### src/rtl/ro_meas_sequencer_if.sv
// Control/result bundle between the configuration side and the ring-oscillator
// measurement sequencer; the slave modport is the sequencer's view.
interface ro_meas_sequencer_if #(
   parameter int N_RO    = 16,
   parameter int COUNT_W = 16,
   parameter int GATE_W  = 16
);
   localparam int SEL_W = $clog2(N_RO);

   logic               go_i;
   logic               abort_i;
   logic [N_RO-1:0]    ro_mask_i;
   logic [GATE_W-1:0]  gate_i;
   logic [4:0]         cfg_s_i;
   logic               ro_clk_i;
   logic [SEL_W-1:0]   ro_sel_o;
   logic [4:0]         ro_s_o;
   logic               ro_start_o;
   logic               busy_o;
   logic               done_o;
   logic [SEL_W-1:0]   rd_addr_i;
   logic [COUNT_W-1:0] rd_data_o;
   logic [N_RO-1:0]    ovf_o;

   modport master (
      output go_i, abort_i, ro_mask_i, gate_i, cfg_s_i, ro_clk_i, rd_addr_i,
      input  ro_sel_o, ro_s_o, ro_start_o, busy_o, done_o, rd_data_o, ovf_o
   );

   modport slave (
      input  go_i, abort_i, ro_mask_i, gate_i, cfg_s_i, ro_clk_i, rd_addr_i,
      output ro_sel_o, ro_s_o, ro_start_o, busy_o, done_o, rd_data_o, ovf_o
   );
endinterface

### src/rtl/ro_meas_sequencer.sv
// Sweeps the masked ring oscillators, counts muxed-output edges over a gate window
// and banks one count per oscillator. Define RO_MEAS_SAT_EN for a saturating counter.
module ro_meas_sequencer #(
   parameter int N_RO       = 16,
   parameter int COUNT_W    = 16,
   parameter int GATE_W     = 16,
   parameter int SETTLE_CYC = 4
) (
   input logic                wb_clk_i,
   input logic                wb_rst_ni,
   ro_meas_sequencer_if.slave bus
);
   localparam int SEL_W = $clog2(N_RO);
   localparam logic [GATE_W-1:0]  SETTLE_LD = GATE_W'(SETTLE_CYC - 1);
   localparam logic [COUNT_W-1:0] CNT_MAX   = '1;

   typedef enum logic [2:0] {IDLE, SETTLE, COUNT, STORE, DONE} state_t;

   state_t             state;
   logic [SEL_W-1:0]   sel_q;
   logic [4:0]         s_q;
   logic               start_q;
   logic               busy_q;
   logic               done_q;
   logic [GATE_W-1:0]  tmr;
   logic [N_RO-1:0]    mask_q;
   logic [GATE_W-1:0]  gate_q;

   logic               ro_sync_p0, ro_sync_p1, ro_edge_p2;
   logic               rise;
   logic [COUNT_W-1:0] cnt;
   logic               cnt_ovf;
   logic [COUNT_W-1:0] cnt_nxt;
   logic               ovf_inc;

   logic [COUNT_W-1:0] res_mem [N_RO];
   logic [COUNT_W-1:0] rd_data_q;
   logic [N_RO-1:0]    ovf_bank;

   logic [SEL_W:0]     first_hit;
   logic [SEL_W:0]     next_hit;
   logic               wr_en;

   // Lowest set mask bit at or above 'from'; MSB of the result flags a hit.
   function automatic logic [SEL_W:0] find_set(input logic [N_RO-1:0] m, input int from);
      logic [SEL_W:0] r;
      r = '0;
      for (int i = N_RO - 1; i >= 0; i--)
         if (m[i] && i >= from) r = {1'b1, SEL_W'(i)};
      return r;
   endfunction

   function automatic logic [COUNT_W:0] cnt_inc(input logic [COUNT_W-1:0] c);
`ifdef RO_MEAS_SAT_EN
      if (c == CNT_MAX) return {1'b1, c};
      return {1'b0, c + 1'b1};
`else
      return {c == CNT_MAX, c + 1'b1};
`endif
   endfunction

   assign first_hit = find_set(bus.ro_mask_i, 0);
   assign next_hit  = find_set(mask_q, int'(sel_q) + 1);
   assign wr_en     = (state == STORE) && !bus.abort_i;
   assign {ovf_inc, cnt_nxt} = cnt_inc(cnt);

   always_ff @(posedge wb_clk_i) begin
      if (!wb_rst_ni) begin
         state   <= IDLE;
         sel_q   <= '0;
         s_q     <= '0;
         start_q <= 1'b0;
         busy_q  <= 1'b0;
         done_q  <= 1'b0;
      end else if (bus.abort_i && state != IDLE) begin
         state   <= IDLE;
         start_q <= 1'b0;
         busy_q  <= 1'b0;
         done_q  <= 1'b0;
      end else begin
         done_q <= 1'b0;
         case (state)
            IDLE: if (bus.go_i) begin
               mask_q <= bus.ro_mask_i;
               gate_q <= (bus.gate_i == '0) ? GATE_W'(1) : bus.gate_i;
               s_q    <= bus.cfg_s_i;
               busy_q <= 1'b1;
               if (first_hit[SEL_W]) begin
                  state <= SETTLE;
                  sel_q <= first_hit[SEL_W-1:0];
                  tmr   <= SETTLE_LD;
               end else begin
                  state  <= DONE;
                  done_q <= 1'b1;
               end
            end
            SETTLE: begin
               if (tmr == '0) begin
                  state   <= COUNT;
                  start_q <= 1'b1;
                  tmr     <= gate_q - 1'b1;
               end else begin
                  tmr <= tmr - 1'b1;
               end
            end
            COUNT: begin
               if (tmr == '0) begin
                  state   <= STORE;
                  start_q <= 1'b0;
               end else begin
                  tmr <= tmr - 1'b1;
               end
            end
            STORE: begin
               if (next_hit[SEL_W]) begin
                  state <= SETTLE;
                  sel_q <= next_hit[SEL_W-1:0];
                  tmr   <= SETTLE_LD;
               end else begin
                  state  <= DONE;
                  done_q <= 1'b1;
               end
            end
            DONE: begin
               state  <= IDLE;
               busy_q <= 1'b0;
            end
            default: state <= IDLE;
         endcase
      end
   end

   // p0/p1 resynchronise the oscillator, p2 holds the previous level for edge detect
   always_ff @(posedge wb_clk_i) begin
      ro_sync_p0 <= bus.ro_clk_i;
      ro_sync_p1 <= ro_sync_p0;
      ro_edge_p2 <= ro_sync_p1;
   end

   assign rise = ro_sync_p1 & ~ro_edge_p2;

   // Counter is held clear through SETTLE so stale edges of the last oscillator drop out
   always_ff @(posedge wb_clk_i) begin
      if (state == SETTLE || (state == IDLE && bus.go_i)) begin
         cnt     <= '0;
         cnt_ovf <= 1'b0;
      end else if (state == COUNT && rise) begin
         cnt     <= cnt_nxt;
         cnt_ovf <= cnt_ovf | ovf_inc;
      end
   end

   always_ff @(posedge wb_clk_i) begin
      if (!wb_rst_ni) begin
         for (int i = 0; i < N_RO; i++) res_mem[i] <= '0;
         ovf_bank  <= '0;
         rd_data_q <= '0;
      end else begin
         rd_data_q <= res_mem[bus.rd_addr_i];
         if (wr_en) begin
            res_mem[sel_q]  <= cnt;
            ovf_bank[sel_q] <= cnt_ovf;
         end
      end
   end

   assign bus.ro_sel_o   = sel_q;
   assign bus.ro_s_o     = s_q;
   assign bus.ro_start_o = start_q;
   assign bus.busy_o     = busy_q;
   assign bus.done_o     = done_q;
   assign bus.rd_data_o  = rd_data_q;
   assign bus.ovf_o      = ovf_bank;
endmodule

### src/flat_wrapper.sv
// flat-port wrapper written by rule: the top's interface ports become plain ports
module ro_meas_sequencer_flat 
#(
   parameter int N_RO       = 16,
   parameter int COUNT_W    = 16,
   parameter int GATE_W     = 16,
   parameter int SETTLE_CYC = 4
)
  (wb_clk_i, wb_rst_ni, bus_go_i, bus_abort_i, bus_ro_mask_i, bus_gate_i, bus_cfg_s_i, bus_ro_clk_i, bus_rd_addr_i, bus_ro_sel_o, bus_ro_s_o, bus_ro_start_o, bus_busy_o, bus_done_o, bus_rd_data_o, bus_ovf_o);
  ro_meas_sequencer_if #(.N_RO(N_RO), .COUNT_W(COUNT_W), .GATE_W(GATE_W)) bus_i ();
  input logic wb_clk_i;
  input logic wb_rst_ni;
  input wire logic [$bits(bus_i.go_i)-1:0] bus_go_i;
  input wire logic [$bits(bus_i.abort_i)-1:0] bus_abort_i;
  input wire logic [$bits(bus_i.ro_mask_i)-1:0] bus_ro_mask_i;
  input wire logic [$bits(bus_i.gate_i)-1:0] bus_gate_i;
  input wire logic [$bits(bus_i.cfg_s_i)-1:0] bus_cfg_s_i;
  input wire logic [$bits(bus_i.ro_clk_i)-1:0] bus_ro_clk_i;
  input wire logic [$bits(bus_i.rd_addr_i)-1:0] bus_rd_addr_i;
  output wire logic [$bits(bus_i.ro_sel_o)-1:0] bus_ro_sel_o;
  output wire logic [$bits(bus_i.ro_s_o)-1:0] bus_ro_s_o;
  output wire logic [$bits(bus_i.ro_start_o)-1:0] bus_ro_start_o;
  output wire logic [$bits(bus_i.busy_o)-1:0] bus_busy_o;
  output wire logic [$bits(bus_i.done_o)-1:0] bus_done_o;
  output wire logic [$bits(bus_i.rd_data_o)-1:0] bus_rd_data_o;
  output wire logic [$bits(bus_i.ovf_o)-1:0] bus_ovf_o;
  assign bus_i.go_i = bus_go_i;
  assign bus_i.abort_i = bus_abort_i;
  assign bus_i.ro_mask_i = bus_ro_mask_i;
  assign bus_i.gate_i = bus_gate_i;
  assign bus_i.cfg_s_i = bus_cfg_s_i;
  assign bus_i.ro_clk_i = bus_ro_clk_i;
  assign bus_i.rd_addr_i = bus_rd_addr_i;
  assign bus_ro_sel_o = bus_i.ro_sel_o;
  assign bus_ro_s_o = bus_i.ro_s_o;
  assign bus_ro_start_o = bus_i.ro_start_o;
  assign bus_busy_o = bus_i.busy_o;
  assign bus_done_o = bus_i.done_o;
  assign bus_rd_data_o = bus_i.rd_data_o;
  assign bus_ovf_o = bus_i.ovf_o;
  ro_meas_sequencer #(.N_RO(N_RO), .COUNT_W(COUNT_W), .GATE_W(GATE_W), .SETTLE_CYC(SETTLE_CYC)) u_core (.wb_clk_i(wb_clk_i), .wb_rst_ni(wb_rst_ni), .bus(bus_i));
endmodule
### config.mk
export PLATFORM = sky130hd
export DESIGN_NAME = ro_meas_sequencer_flat
export DESIGN_NICKNAME = d
export VERILOG_FILES = /design/src/rtl/ro_meas_sequencer_if.sv /design/src/rtl/ro_meas_sequencer.sv /design/src/flat_wrapper.sv
export SDC_FILE = /design/constraint.sdc
export NUM_CORES = 1
export LEC_CHECK = 0
export BUFFER_PORTS_ARGS = -buffer_cell sky130_fd_sc_hd__buf_2
export CAP_MARGIN = 10
export CORE_AREA = 5 5 284 147
export DETAILED_ROUTE_END_ITERATION = 8
export DIE_AREA = 0 0 289 152
export GPL_TIMING_DRIVEN = 1
export PLACE_DENSITY = 0.69
export SLEW_MARGIN = 40
export SYNTH_ARGS = -nofsm -noshare
export SYNTH_HDL_FRONTEND = slang
export SYNTH_SLANG_ARGS = --single-unit
### constraint.sdc
create_clock -name wb_clk_i -period 10.6 [get_ports wb_clk_i]
set_input_delay 1.59 -clock wb_clk_i [delete_from_list [all_inputs] [get_ports wb_clk_i]]
set_output_delay 1.59 -clock wb_clk_i [all_outputs]
set_load 0.01 [all_outputs]
==> flow_metrics.tcl <==
set metrics [dict create \
    status "completed" \
    routabilityCongestion 0.872 \
    grt_max_degree 65 \
    finalHoldViolCount 0 \
    period_minus_slack_ns 4.12 \
    rsz0062_at_grt "false" \
    drv_slew 0 \
    worst_slew_pin_slew_ns 0.890 \
    max-vdd-ir-drop_mv 0.151 \
    required_ns 10.85 \
    antenna_found_initial 0 \
    start_util 0.440 \
    final_antenna_net_count 0 \
    cp_cell_sequence "ha_1 -> nor2b_1 -> o21bai_1 -> a211oi_1 -> o41ai_2 -> nand2_1 -> nor4_2 -> a311oi_2 -> buf_4" \
    critPathMaxFanout 22 \
    rrSetupSlack_ns 6.48 \
    vias 10930 \
    critPathBufInv 1 \
    avgViaCountPerCell 5.74 \
    numCtsBuffers 35 \
    synthTopCellsByArea "edfxtp_1 53%, mux4_2 10%, and2_1 10%" \
    synth_edf_count 304 \
    clkLatencyLatePin_ns 0.54 \
    cap_violations 0 \
    dr.pass1.iters 5 \
    sw_frac_of_total 0.227 \
    rows 52 \
    worstSetupEndpointType "flip-flop" \
    min-delay-start "u_core.ro_sync_p1" \
    rr_startpoint "u_core.bus.ro_sel_o[0]" \
    core_mm2 0.0394 \
    die_h_um 152 \
    ys_warn_count 0 \
    io_pins 90 \
    critPathLaunchType "flip-flop" \
    track_usage 0.206 \
    fin_crit_sh 0.388 \
    mappedNetlistArea_mm2 0.0174 \
    whs_path_depth 0 \
    drive_gt1_frac 0.220 \
    hold_end "u_core.ro_edge_p2" \
    path_delay_family "simple AND/OR/NAND/NOR gates" \
    synth-async-reset-ratio 0 \
    setup_viol_count_final 0 \
    ff2ff_path_depth 9 \
    grt_pass1_vias 10450 \
    path_clk_slew_ns 0.06 \
    synthTopCellsByCount "304 x edfxtp_1, 276 x and2_1, 85 x clkbuf_1" \
    synth.distinct_cells 70 \
    slowest_delay_ns 0.71 \
    wirelength_um 45500 \
    drc_errors 0 \
    avgSynthCellArea_um2 13.4 \
    ys.flop_type "edfxtp_1" \
    netlist_instances 1299 \
    p_int_w 0.00240 \
    cts_resized 0 \
    wl_per_cell_um 23.9 \
    slew_headroom 0.404 \
    die-area_mm2 0.0439 \
    hold_class "flip-flop to flip-flop" \
    ys_seq_elements 371 \
    worstReg2RegEnd "u_core.tmr[13]" \
    overflow 0 \
    port_buffers 89 \
    diodes 0 \
    cts_max_level 2 \
    grt_pass1_wl_um 68600 \
    worstSetupPathType "flip-flop to flip-flop" \
    fin_setup_tns_ns 0 \
    area_growth_pct 12.6 \
    clock_skew_ns 0.0232 \
    fmax_ghz 0.243 \
    syn_nets 1352 \
    hold_buffers 0 \
    switchingPower_w 0.000705 \
    post-synth-top-area-cell "edfxtp_1" \
    numClockSinks 371 \
    hpwl_um 30200 \
    clockBufferDepth 3 \
    pwr-share-seq 0.533 \
    power_density_mw_per_mm2 159 \
    arrival_ns 4.37 \
    final_util 0.496 \
    root_buffer "clkbuf_16" \
    synth_top_area_frac 0.526 \
    fin_nets 1394 \
    cts_tree "yes" \
    seq_area_frac_synth 0.603 \
    cellLeakagePower_nw 7.00 \
    pwr-share-comb 0.067 \
    cp_slowest_cell "ha_1" \
    synth.most_common_cell "edfxtp_1" \
    die_w_um 289 \
    first_iter_violations 1151 \
    post_cts_buffers 0 \
    power_frac_clock 0.400 \
]
==> state kept, by name, summed over array words and instances (netlist names) <==
name                   cells
u_core.res_mem           256
u_core.bus.ovf_o          16
u_core.bus.rd_data_o      16
u_core.cnt                16
u_core.gate_q             16
u_core.mask_q             16
u_core.tmr                16
u_core.bus.ro_s_o          5
u_core.bus.ro_sel_o        4
u_core.state               3
u_core.bus.busy_o          1
u_core.bus.done_o          1
u_core.bus.ro_start_o      1
u_core.cnt_ovf             1
u_core.ro_edge_p2          1
u_core.ro_sync_p0          1
u_core.ro_sync_p1          1
==> worst reg2reg max path: cells and delay by family (launching register included) <==
family	cells	cell delay (ns)
AOI/OAI and AO/OA	4	1.09
adders and majority gates	1	0.72
buffers and inverters	1	0.25
DFF	1	0.68
and+or+nand+nor	3	1.12
==> power by group through the flow <==
stage / Sequential, W / Clock [W] / Combinational [W]
floorplan: 0.00168 / 0 / 0.000134
global placement: 0.00169 / 0 / 0.000196
detailed placement: 0.00169 / 0 / 0.000204
CTS: 0.00165 / 0.00126 / 0.000205
global route: 0.00166 / 0.00132 / 0.000223
finish: 0.00166 / 0.00124 / 0.000208
==> cell type report <==
| cell class | count | area, um2 |
|---|---|---|
| clock inverters | 12 | 113 |
| well taps | 540 | 676 |
| fillers | 3367 | 19900 |
| clock buffers | 49 | 968 |
| repair buffers | 109 | 641 |
| multi-input cells | 792 | 6550 |
| inverters | 32 | 120 |
| flip-flops and latches | 371 | 10500 |
==> layer usage <==
metal,global-route usage,share of wire
met5,0,0
met4,0.0354,0.015
met3,0.0638,0.11
met2,0.268,0.39
met1,0.338,0.48
==> logic make-up after synthesis <==
family / synth area share
AO/OA/AOI/OAI: 0.0571
multiplexers: 0.109
adder cells (fa/ha/maj): 0.00505
flip-flops: 0.603
AND/OR/NAND/NOR: 0.171
buffers and inverters: 0.0318
XOR/XNOR: 0.0222
==> metrics by stage <==
stage          total power (W)  std cells  hold slack (ns)  instance area, um2  worst slack [ns]
2_1_floorplan          0.00181       1299            0.310               17400              6.75
3_3_place_gp           0.00188       1841            0.332               18300              6.04
3_5_place_dp           0.00189       1841            0.334               18400              6.23
4_1_cts                0.00312       1902            0.347               19500              6.65
5_1_grt                0.00321       1905            0.353               19500              6.20
6_report               0.00311       1905            0.348               19500              6.48
==> cell usage in the layout, fill, tap and decap left out, drive strengths merged, types with 33 or more instances in the layout <==
cell,n
nor2,67
nand2,53
mux4,80
dfxtp,67
o21ai,50
and2,276
inv,33
edfxtp,304
buf,109
clkbuf,49
==> worst max-delay path by stage <==
stage                                      start                    end  slack, ns  depth (start not counted)
after floorplan                      bus_abort_i  u_core.res_mem[10][0]       6.75                          3
after global placement                 wb_rst_ni   u_core.res_mem[2][1]       6.04                          6
after detailed placement               wb_rst_ni   u_core.res_mem[9][9]       6.23                          7
after CTS                 u_core.bus.ro_sel_o[1]         u_core.tmr[15]       6.65                          9
after global routing      u_core.bus.ro_sel_o[1]         u_core.tmr[13]       6.20                          9
final                     u_core.bus.ro_sel_o[0]         u_core.tmr[13]       6.48                          9
Note: power is estimated with default switching activity, not from simulation.
